[config.mk]
export PLATFORM = sky130hd
export DESIGN_NAME = nram_fifo_ctrl_flat
export DESIGN_NICKNAME = d
export VERILOG_FILES = /design/src/rtl/nram_fifo_ctrl_if.sv /design/src/rtl/nram_fifo_ctrl.sv /design/src/flat_wrapper.sv
export SDC_FILE = /design/constraint.sdc
export NUM_CORES = 1
export LEC_CHECK = 0
export ABC_AREA = 1
export CAP_MARGIN = 15
export CORE_UTILIZATION = 27
export DETAILED_ROUTE_END_ITERATION = 8
export PLACE_DENSITY = 0.82
export SKIP_LAST_GASP = 1
export SLEW_MARGIN = 20
export SYNTH_ARGS = -nofsm -noshare
export SYNTH_HDL_FRONTEND = slang
export SYNTH_SLANG_ARGS = --single-unit
[constraint.sdc]
create_clock -name clk -period 1.65 [get_ports clk]
set_clock_uncertainty 0.15 [all_clocks]
set_input_delay 0.165 -clock clk [delete_from_list [all_inputs] [get_ports clk]]
set_output_delay 0.165 -clock clk [all_outputs]
set_load 0.05 [all_outputs]
[src/rtl/nram_fifo_ctrl_if.sv]
// Bus bundle between the FIFO controller, its producer/consumer and the NRAM bank + NMux.
// Pure wiring, no latency of its own.
// Backpressure travels on io_in_ready / io_out_ready like any valid/ready pair.
interface nram_fifo_ctrl_if #(
  parameter int WIDTH = 8,
  parameter int DEPTH = 2,
  parameter int AW    = $clog2(DEPTH),
  parameter int CW    = $clog2(DEPTH + 1)
);
  logic             io_flush;
  logic             io_in_valid;
  logic             io_in_ready;
  logic [WIDTH-1:0] io_in_bits;
  logic             io_out_valid;
  logic             io_out_ready;
  logic [WIDTH-1:0] io_out_bits;
  logic [WIDTH-1:0] io_Dbus;
  logic [DEPTH-1:0] io_ENbus;
  logic [AW-1:0]    io_sel;
  logic [WIDTH-1:0] io_rdata;
  logic [CW-1:0]    io_count;
  logic             io_full;
  logic             io_empty;

  // Controller side.
  modport master (
    input  io_flush, io_in_valid, io_in_bits, io_out_ready, io_rdata,
    output io_in_ready, io_out_valid, io_out_bits, io_Dbus, io_ENbus,
           io_sel, io_count, io_full, io_empty
  );

  // Environment side: producer, consumer and the register bank / mux.
  modport slave (
    output io_flush, io_in_valid, io_in_bits, io_out_ready, io_rdata,
    input  io_in_ready, io_out_valid, io_out_bits, io_Dbus, io_ENbus,
           io_sel, io_count, io_full, io_empty
  );
endinterface

[src/rtl/nram_fifo_ctrl.sv]
// Pointer/occupancy controller turning an external register bank + read mux into a DEPTH-entry FIFO.
// Write-to-read latency one cycle (no bypass on empty); ENbus/Dbus are combinational with the push.
// in_ready drops when full (even with a simultaneous pop), during flush and during reset.
module nram_fifo_ctrl #(
  parameter int WIDTH = 8,
  parameter int DEPTH = 2,
  parameter int AW    = $clog2(DEPTH),
  parameter int CW    = $clog2(DEPTH + 1)
) (
  input  logic          clk,
  input  logic          reset,
  nram_fifo_ctrl_if.master bus
);

  localparam logic [AW-1:0] LAST_PTR  = AW'(DEPTH - 1);
  localparam logic [CW-1:0] FULL_CNT  = CW'(DEPTH);
  localparam logic [AW:0]   DEPTH_EXT = (AW + 1)'(DEPTH);

  logic [AW-1:0] wptr_q, wptr_d;
  logic [AW-1:0] rptr_q, rptr_d;
  logic [CW-1:0] count_q, count_d;

  logic          in_ready;
  logic          out_valid;
  logic          push;
  logic          pop;
  logic [DEPTH-1:0] en_bus;

  // Explicit wrap so non-power-of-two depths step 0..DEPTH-1 correctly.
  function automatic logic [AW-1:0] ptr_inc(input logic [AW-1:0] p);
    return (p == LAST_PTR) ? '0 : p + 1'b1;
  endfunction

  // Handshake qualification: reset and flush both close the ports immediately.
  always_comb begin
    in_ready  = !reset && !bus.io_flush && (count_q != FULL_CNT);
    out_valid = !reset && !bus.io_flush && (count_q != '0);
    push      = bus.io_in_valid && in_ready;
    pop       = out_valid && bus.io_out_ready;
  end

  // One-hot write strobe into the bank slot addressed by the write pointer.
  always_comb begin
    en_bus = '0;
    if (push) begin
      en_bus = DEPTH'(1) << wptr_q;
    end
  end

  assign bus.io_in_ready  = in_ready;
  assign bus.io_out_valid = out_valid;
  assign bus.io_ENbus     = en_bus;
  assign bus.io_Dbus      = bus.io_in_bits;
  assign bus.io_sel       = rptr_q;
  assign bus.io_out_bits  = bus.io_rdata;
  assign bus.io_count     = count_q;
  assign bus.io_full      = (count_q == FULL_CNT);
  assign bus.io_empty     = (count_q == '0);

  // Next-state: flush wins, otherwise pointers advance per handshake and count tracks the net change.
  always_comb begin
    wptr_d  = wptr_q;
    rptr_d  = rptr_q;
    count_d = count_q;
    if (bus.io_flush) begin
      wptr_d  = '0;
      rptr_d  = '0;
      count_d = '0;
    end else begin
      if (push) begin
        wptr_d = ptr_inc(wptr_q);
      end
      if (pop) begin
        rptr_d = ptr_inc(rptr_q);
      end
      if (push && !pop) begin
        count_d = count_q + 1'b1;
      end else if (pop && !push) begin
        count_d = count_q - 1'b1;
      end
    end
  end

  // State registers with asynchronous clear; an in-flight push is lost on reset.
  always_ff @(posedge clk or posedge reset) begin
    if (reset) begin
      wptr_q  <= '0;
      rptr_q  <= '0;
      count_q <= '0;
    end else begin
      wptr_q  <= wptr_d;
      rptr_q  <= rptr_d;
      count_q <= count_d;
    end
  end

  // Pointer distance modulo DEPTH, used to cross-check the occupancy counter.
  logic [AW:0] ptr_dist;
  always_comb begin
    if (wptr_q >= rptr_q) begin
      ptr_dist = {1'b0, wptr_q} - {1'b0, rptr_q};
    end else begin
      ptr_dist = {1'b0, wptr_q} + DEPTH_EXT - {1'b0, rptr_q};
    end
  end

  a_en_onehot : assert property (@(posedge clk) $onehot0(bus.io_ENbus))
    else $error("ENbus not one-hot: %b", bus.io_ENbus);

  a_count_max : assert property (@(posedge clk) disable iff (reset) count_q <= FULL_CNT)
    else $error("count exceeds DEPTH: %0d", count_q);

  a_count_ptr : assert property (@(posedge clk) disable iff (reset)
      ((count_q == FULL_CNT) && (wptr_q == rptr_q)) || ((AW + 1)'(count_q) == ptr_dist))
    else $error("count %0d inconsistent with pointers w=%0d r=%0d", count_q, wptr_q, rptr_q);

endmodule

[src/flat_wrapper.sv]
// flat-port wrapper written by rule: the top's interface ports become plain ports
module nram_fifo_ctrl_flat 
#(
  parameter int WIDTH = 8,
  parameter int DEPTH = 2,
  parameter int AW    = $clog2(DEPTH),
  parameter int CW    = $clog2(DEPTH + 1)
)
  (clk, reset, bus_io_flush, bus_io_in_valid, bus_io_in_bits, bus_io_out_ready, bus_io_rdata, bus_io_in_ready, bus_io_out_valid, bus_io_out_bits, bus_io_Dbus, bus_io_ENbus, bus_io_sel, bus_io_count, bus_io_full, bus_io_empty);
  nram_fifo_ctrl_if #(.WIDTH(WIDTH), .DEPTH(DEPTH), .AW(AW), .CW(CW)) bus_i ();
  input  logic clk;
  input  logic reset;
  input wire logic [$bits(bus_i.io_flush)-1:0] bus_io_flush;
  input wire logic [$bits(bus_i.io_in_valid)-1:0] bus_io_in_valid;
  input wire logic [$bits(bus_i.io_in_bits)-1:0] bus_io_in_bits;
  input wire logic [$bits(bus_i.io_out_ready)-1:0] bus_io_out_ready;
  input wire logic [$bits(bus_i.io_rdata)-1:0] bus_io_rdata;
  output wire logic [$bits(bus_i.io_in_ready)-1:0] bus_io_in_ready;
  output wire logic [$bits(bus_i.io_out_valid)-1:0] bus_io_out_valid;
  output wire logic [$bits(bus_i.io_out_bits)-1:0] bus_io_out_bits;
  output wire logic [$bits(bus_i.io_Dbus)-1:0] bus_io_Dbus;
  output wire logic [$bits(bus_i.io_ENbus)-1:0] bus_io_ENbus;
  output wire logic [$bits(bus_i.io_sel)-1:0] bus_io_sel;
  output wire logic [$bits(bus_i.io_count)-1:0] bus_io_count;
  output wire logic [$bits(bus_i.io_full)-1:0] bus_io_full;
  output wire logic [$bits(bus_i.io_empty)-1:0] bus_io_empty;
  assign bus_i.io_flush = bus_io_flush;
  assign bus_i.io_in_valid = bus_io_in_valid;
  assign bus_i.io_in_bits = bus_io_in_bits;
  assign bus_i.io_out_ready = bus_io_out_ready;
  assign bus_i.io_rdata = bus_io_rdata;
  assign bus_io_in_ready = bus_i.io_in_ready;
  assign bus_io_out_valid = bus_i.io_out_valid;
  assign bus_io_out_bits = bus_i.io_out_bits;
  assign bus_io_Dbus = bus_i.io_Dbus;
  assign bus_io_ENbus = bus_i.io_ENbus;
  assign bus_io_sel = bus_i.io_sel;
  assign bus_io_count = bus_i.io_count;
  assign bus_io_full = bus_i.io_full;
  assign bus_io_empty = bus_i.io_empty;
  nram_fifo_ctrl #(.WIDTH(WIDTH), .DEPTH(DEPTH), .AW(AW), .CW(CW)) u_core (.clk(clk), .reset(reset), .bus(bus_i));
endmodule
-- Word-level counts from Yosys, hierarchy flattened
Cells that the tools add are included.
- equality and inequality tests: 2
- add/subtract/negate cells: 4
- reductions and logical operators: 16
- shift operators: 1
- multiplexer cells: 10
- operator list (kind ; number):
    2-bit 2-to-1 mux ; 4
    1-bit logical AND ; 7
    1-bit 2-to-1 mux ; 6
    2-bit nonzero test ; 3
    1-bit zero test ; 4
    3-bit nonzero test ; 1
    1-bit adder (second input constant) ; 2
    2-bit by 1-bit adder with 2-bit output (second input constant) ; 1
    2-bit equality test (second input constant) ; 1
    2-bit zero test ; 1
    2-bit inequality test (second input constant) ; 1
    1-bit by 1-bit << shifter with 2-bit output (first input constant) ; 1
    2-bit by 1-bit subtractor with 2-bit output (second input constant) ; 1
- flip-flop bits (word level): 4
- bits of input ports: 21
- output and inout bits: 25

-- Depth between registers and ports, before layout
Gate-level depths: netlist of the first run.
- depth after elaboration: 9
- mapped depth: 8
- depth with buffers taken out: 8

-- Worst setup path before layout of the first run
OpenSTA, ideal clock, no wires.
- path kind: flip-flop to flip-flop
- start point: register u_core.count_q[0], in the netlist u_core.bus.io_count[0]
- end point: register u_core.wptr_q
- path slack: -0.426 ns
- cell stages (with the launch flop): 6
- clock period less this slack: 2.076 ns
- data arrival time: 1.767 ns
- buffers on the path: 0
- cell sequence: dfrtp_1 > inv_2 > nand2_2 > nand3_1 > nor2_1 > nor2_1
- longest elaborated chain between the ends: 4
- ends and longest elaborated chain (what ; line ; text):
    start: declaration ; nram_fifo_ctrl.sv:21 ; logic [CW-1:0] count_q, count_d;
    start signal: assignment ; nram_fifo_ctrl.sv:93 ; count_q <= count_d;
    2-bit inequality test ; nram_fifo_ctrl.sv:36 ; in_ready = !reset && !bus.io_flush && (count_q != FULL_CNT);
    1-bit logical AND ; nram_fifo_ctrl.sv:36 ;
    1-bit logical AND ; nram_fifo_ctrl.sv:38 ; push = bus.io_in_valid && in_ready;
    2-bit nonzero test (no line) ; n/a ;
    end signal: assignment ; nram_fifo_ctrl.sv:91 ; wptr_q <= wptr_d;
    end: declaration ; nram_fifo_ctrl.sv:19 ; logic [AW-1:0] wptr_q, wptr_d;
Every way passes these cells.
A chain may end at the register's enable or synchronous reset.

-- Worst setup path after layout of the first run
- start point: input bus_io_flush
- end point: output bus_io_ENbus[1]
- longest elaborated chain between the ends: 5
- ends and longest elaborated chain (what ; line ; text):
    start: declaration ; flat_wrapper.sv:13 ; input wire logic [$bits(bus_i.io_flush)-1:0] bus_io_flush;
    1-bit zero test ; nram_fifo_ctrl.sv:36 ;
    1-bit logical AND (2 in a row) ; nram_fifo_ctrl.sv:36 ;
    1-bit logical AND ; nram_fifo_ctrl.sv:38 ;
    2-bit 2-to-1 mux ; nram_fifo_ctrl.sv:45 ; if (push) begin
    end: declaration ; flat_wrapper.sv:22 ; output wire logic [$bits(bus_i.io_ENbus)-1:0] bus_io_ENbus;
Every way passes these cells.

==> flow_summary.yaml, run 1 <==
status:
  status: "finished, final reports clean"
setup_path:
  critical_path.most_common_cell: "nor2_4"
  cp-startpoint: "bus_io_flush"
  crit_arrival_ns: 1.22
  slowest_stage: "clkdlybuf4s50_1"
  crit_path_end_kind: "output pin"
  max_stage_delay_ns: 0.46
  cp_cell_sequence: "clkdlybuf4s50_1 > nor2_4 > nand3_2 > nor2_4 > buf_12"
  cp_max_fo: 3
  cp_num_buf_inv: 2
  critPathLaunchType: "input port"
  worstReg2RegEnd: "u_core.bus.io_count[0]"
  cp.required_ns: 1.33
  path_class: "input port to output pin"
  r2r_setup_slack_ns: 0.34
  r2r_start: "u_core.bus.io_count[0]"
  r2r_cells: 8
  critPathTopFamily: "buffers and inverters"
sta:
  drv_slew: 0
  worst_pin_slew_ns: 0.160
  rsz0062_at_grt: "false"
  timing.final.hold_violations: 0
  fmax_mhz: 652
  setup_tns_ns: 0
  period_needed_ns: 1.53
  relSlewSlack: 0.892
  setup_violations: 0
  layout_setup_ws_ns: 0.117
  period_share: 0.929
placement:
  place.gp.congestion: 0.811
  post-dp-hpwl_um: 570
  dp.cells: 74
  port-buffer-count: 13
  pre_cts_slack_ns: 0.0131
job:
  cap_violations: 0
floorplanning:
  core-area_um2: 1370
  die_area_um2: 1700
  die_w_um: 41.3
  die_h_um: 41.3
  io_pins: 46
  rows: 13
  initial_core_util: 0.305
hold_path:
  hold_path.class: "input port to async pin"
clock_tree:
  cts_sinks: 4
  clkTransAtPathRegs_ns: 0.04
  cts_buffers: 3
  cts_buffer_depth: 2
  cts_max_level: 1
  cts_tree: "done"
  cts_hold_buf: 0
  clockRootBuffer: "clkbuf_4"
  insertion_delay_ns: 0.23
pwr:
  p_leak_nw: 0.287
  p_sw_w: 0.000350
  sw_frac_of_total: 0.469
  vdd.ir_drop.worst_uv: 457
  p_comb_frac: 0.629
  p_clk_frac: 0.175
  total_power_w: 0.000746
  p_int_w: 0.000396
  seqPwrFrac: 0.196
  power_density_nw_per_um2: 1330
final_layout:
  fin_nets: 85
  fin_cells: 78
  drive_gt1_frac: 0.460
  syn_to_final_growth_pct: 34.8
  n_antenna_cell: 0
detailed_routing:
  drtPass1Iterations: 2
  drt_iter0_drc: 3
  post_drt_wl_per_cell_um: 8.78
  drt_wl_total_um: 685
  remaining_drc_errors: 0
  ant_nets: 0
  vias: 321
  routed_via_density: 4.12
yosys:
  syn_nets: 81
  yosys_warnings: 0
  yosysMostFrequentCell: "buf_4"
  async_flop_share: 1.00
  synth_top_area_share: 0.288
  postSynthCellCount: 60
  ys_ff_latch: 4
  synth_area_leaders: "buf_4 (29%), dfrtp_1 (24%), inv_1 (8.1%)"
  synth_top_area_cell: "buf_4"
  syn_area_per_cell_um2: 6.94
  synth_edf_count: 0
  syn_area_um2: 417
  ys_top_cells_by_count: "buf_4 (16), inv_1 (9), nand2_1 (6), nor2_1 (6), nand2_2 (5)"
  seq_area_frac_synth: 0.240
  ys.flop_type: "dfrtp_1"
  yosysUniqueCellTypes: 14
global_routing:
  grt_antenna_before_repair: 0
  overflow: 0
  grt_usage: 0.0993
  grt_max_degree: 7
  first_global_vias: 303
  grt_pass1_wl_um: 1100
[area by class of cell]
type	instances	area [um^2]
clock buffers	4	26.3
fillers	145	805
inverters	12	45.0
multi-input cells	28	171
flip-flops and latches	4	103
well taps	15	18.8
repair buffers	15	198
[cells in the final DEF (no fill, tap or decap), drive strengths merged]
cell and count:
clkinv 1, buf 11, o21ai 2, dfrtp 4, a21oi 1, nand3 4
clkbuf 4, nand2 11, nand4 2, inv 11, nor2 8, clkdlybuf4s50 4
[power by group through the flow]
stage                     Clock (W)  Sequential [W]  Combinational (W)
after floorplan                   0        0.000204           0.000322
after global placement            0        0.000147           0.000465
after detailed placement          0        0.000148           0.000470
after CTS                  0.000138        0.000147           0.000470
after global routing       0.000147        0.000151           0.000502
final                      0.000131        0.000147           0.000469
[what timing repair did]
action | 4_1_cts | 5_1_grt
buffers inserted | 0 | 0
gates resized for setup | 0 | 1
endpoints found under the setup margin | 0 | 2
[per-layer routing]
layer  global-route usage  wire, um  vias up
li1                     -         -      171
met1                0.104       255      136
met2                0.152       357       10
met3               0.0217        66        4
met4                0.113         6        0
met5                    0         0        -
[flip-flops by register name, indices dropped and copies added (netlist names)]
| signal | cells |
|---|---|
| u_core.wptr_q | 1 |
| u_core.bus.io_sel | 1 |
| u_core.bus.io_count | 2 |
[worst reg2reg max path, delay by kind of cell, from the launching register on]
kind,cells,cell delay [ns]
AND/OR/NAND/NOR,6,0.44
flip-flops,1,0.42
buffers and inverters,2,0.20
[how the worst max path moves through the flow]
stage                             endpoint  slack, ns  depth (start not counted)
detailed placement  u_core.bus.io_count[0]       0.01                          9
global route               bus_io_ENbus[1]       0.04                          5
global placement           bus_io_ENbus[1]       0.02                          5
CTS                        bus_io_ENbus[1]       0.01                          4
finish                     bus_io_ENbus[1]       0.12                          5
floorplan           u_core.bus.io_count[1]       0.04                          8
[logic make-up (layout without fill, tap and decap cells)]
| logic type | Yosys count | in the layout | share of synthesized area |
|---|---|---|---|
| simple gates | 25 | 25 | 0.327 |
| compound gates | 3 | 3 | 0.0360 |
| flops | 4 | 4 | 0.240 |
| buf+inv | 28 | 31 | 0.396 |
[stage by stage]
step	hold slack [ns]	util	instance area [um^2]
floorplan	-0.219	-	434
global placement	0.180	0.388	531
detailed placement	0.180	0.388	531
CTS	0.0417	0.408	557
global route	0.0551	0.411	562
finish	0.0491	0.411	562
Power figures use the tool's default switching activity.
==> run 2: changes to the inputs <==
--- a/config.mk
+++ b/config.mk
@@ -7,9 +7,11 @@
 export LEC_CHECK = 0
 export ABC_AREA = 1
 export CAP_MARGIN = 15
+export CORE_MARGIN = 3
 export CORE_UTILIZATION = 27
 export DETAILED_ROUTE_END_ITERATION = 8
-export PLACE_DENSITY = 0.82
+export HOLD_SLACK_MARGIN = 0.06
+export PLACE_DENSITY = 0.79
 export SKIP_LAST_GASP = 1
 export SLEW_MARGIN = 20
 export SYNTH_ARGS = -nofsm -noshare
==> flow_summary.yaml, run 2 (synthesis results as in run 1) <==
floorplanning:
  core-area_um2: 1370
  rows: 13
  initial_core_util: 0.305
  die_w_um: 45.3
  die_h_um: 45.3
  die_area_um2: 2050
  io_pins: 46
clock_tree:
  cts_buffer_depth: 2
  insertion_delay_ns: 0.23
  cts_sinks: 4
  clockRootBuffer: "clkbuf_4"
  cts_max_level: 1
  cts_tree: "done"
  cts_buffers: 3
  post-cts-setup-buffers: 0
setup_path:
  critical_path.most_common_cell: "nor2_4"
  slowest_stage: "clkdlybuf4s50_1"
  cp_num_buf_inv: 2
  cp_max_fo: 3
  critPathLaunchType: "input port"
  cp.required_ns: 1.33
  path_class: "input port to output pin"
  crit_arrival_ns: 1.23
  cp_cell_sequence: "clkdlybuf4s50_1 > nor2_4 > nand3_2 > nor2_4 > buf_12"
  crit_path_end_kind: "output pin"
  max_stage_delay_ns: 0.46
  critPathTopFamily: "buffers and inverters"
final_layout:
  fin_cells: 79
  syn_to_final_growth_pct: 37.2
  largest_reg_flops: 2
  drive_gt1_frac: 0.453
  final_cell_mix: "inv_1 (9), nand2_1 (6), buf_12 (6), nand2_2 (5), buf_4 (5)"
  n_antenna_cell: 0
  fin_nets: 86
  final_common_cell: "inv_1"
  fill_cells: 161
placement:
  dp.cells: 74
  post-dp-hpwl_um: 632
  place.gp.congestion: 0.733
  port-buffer-count: 13
global_routing:
  use_met2: 0.138
  grt_max_degree: 7
  busiest_layer: "met2"
  overflow: 0
  grt_pass1_wl_um: 1300
  grt_usage: 0.0888
  grt_antenna_before_repair: 0
  use_met1: 0.0959
  use_met3: 0.0319
  first_global_vias: 318
sta:
  period_needed_ns: 1.55
  drv_slew: 0
  timing.final.hold_violations: 0
  setup_tns_ns: 0
  setup_violations: 0
  rsz0062_at_grt: "false"
  period_share: 0.937
  relSlewSlack: 0.902
  worst_pin_slew_ns: 0.145
  fmax_mhz: 647
detailed_routing:
  post_drt_wl_per_cell_um: 9.48
  ant_nets: 0
  remaining_drc_errors: 0
  drt_iter0_drc: 3
  vias: 320
  drtPass1Iterations: 2
  drt_wl_total_um: 749
  routed_via_density: 4.05
hold_path:
  hold_path.class: "input port to output pin"
pwr:
  p_leak_nw: 0.291
  power_density_nw_per_um2: 1310
  vdd.ir_drop.worst_uv: 665
status:
  status: "finished, final reports clean"
job:
  cap_violations: 0
-- run 2: cell count changes in the layout (fill, tap and decap cells not counted) --
| cell | previous run | this run |
|---|---|---|
| dlygate4sd3_1 | 0 | 1 |
-- run 2: cell type report --
cell class              instances  area [um^2]  area share
clock buffers                   4         26.3      0.0460
inverters                      12         45.0      0.0788
multi-input cells              28          171       0.300
flip-flops and latches          4          103       0.179
well taps                      15         18.8      0.0328
repair buffers                 16          208       0.363
-- run 2: path summary, 6_finish.rpt --
path	from	end	slack, ns	cells past startpoint
setup / recovery	bus_io_flush	bus_io_ENbus[1]	0.10	5
hold / removal	bus_io_in_bits[1]	bus_io_Dbus[1]	0.18	0
setup reg to reg	u_core.bus.io_count[0]	u_core.bus.io_count[0]	0.32	8
hold reg to reg	u_core.bus.io_sel	u_core.bus.io_sel	0.32	1
max in group asynchronous	reset	u_core.bus.io_count[0]	0.56	3
min in group asynchronous	reset	u_core.bus.io_count[1]	0.63	3
-- run 2: routing by layer --
metal | share of wire | vias up
met4 | 0 | 0
li1 | - | 173
met2 | 0.49 | 14
met5 | 0 | -
met3 | 0.13 | 0
met1 | 0.38 | 133
-- run 2: power by group --
group	internal [W]	switching (W)	total, W
sequential	0.000121	0.0000259	0.000146
clock	0.0000907	0.0000395	0.000130
combinational	0.000186	0.000284	0.000470
-- run 2: metrics by stage --
| stage | instance area, um^2 | hold slack, ns | power (W) | util | worst slack (ns) |
|---|---|---|---|---|---|
| 2_1_floorplan | 434 | -0.219 | 0.000527 | - | 0.0445 |
| 3_3_place_gp | 531 | 0.180 | 0.000612 | 0.388 | 0.0265 |
| 3_5_place_dp | 531 | 0.180 | 0.000618 | 0.388 | -0.00720 |
| 4_1_cts | 572 | 0.180 | 0.000759 | 0.418 | 0.0984 |
| 5_1_grt | 572 | 0.180 | 0.000803 | 0.418 | 0.0283 |
| 6_report | 572 | 0.180 | 0.000747 | 0.418 | 0.104 |
-- run 2: timing repair --
action	4_1_cts	5_1_grt
setup endpoints to repair	1	0
hold buffers	1	0
resized for setup	1	0
endpoints found under the hold margin	4	0
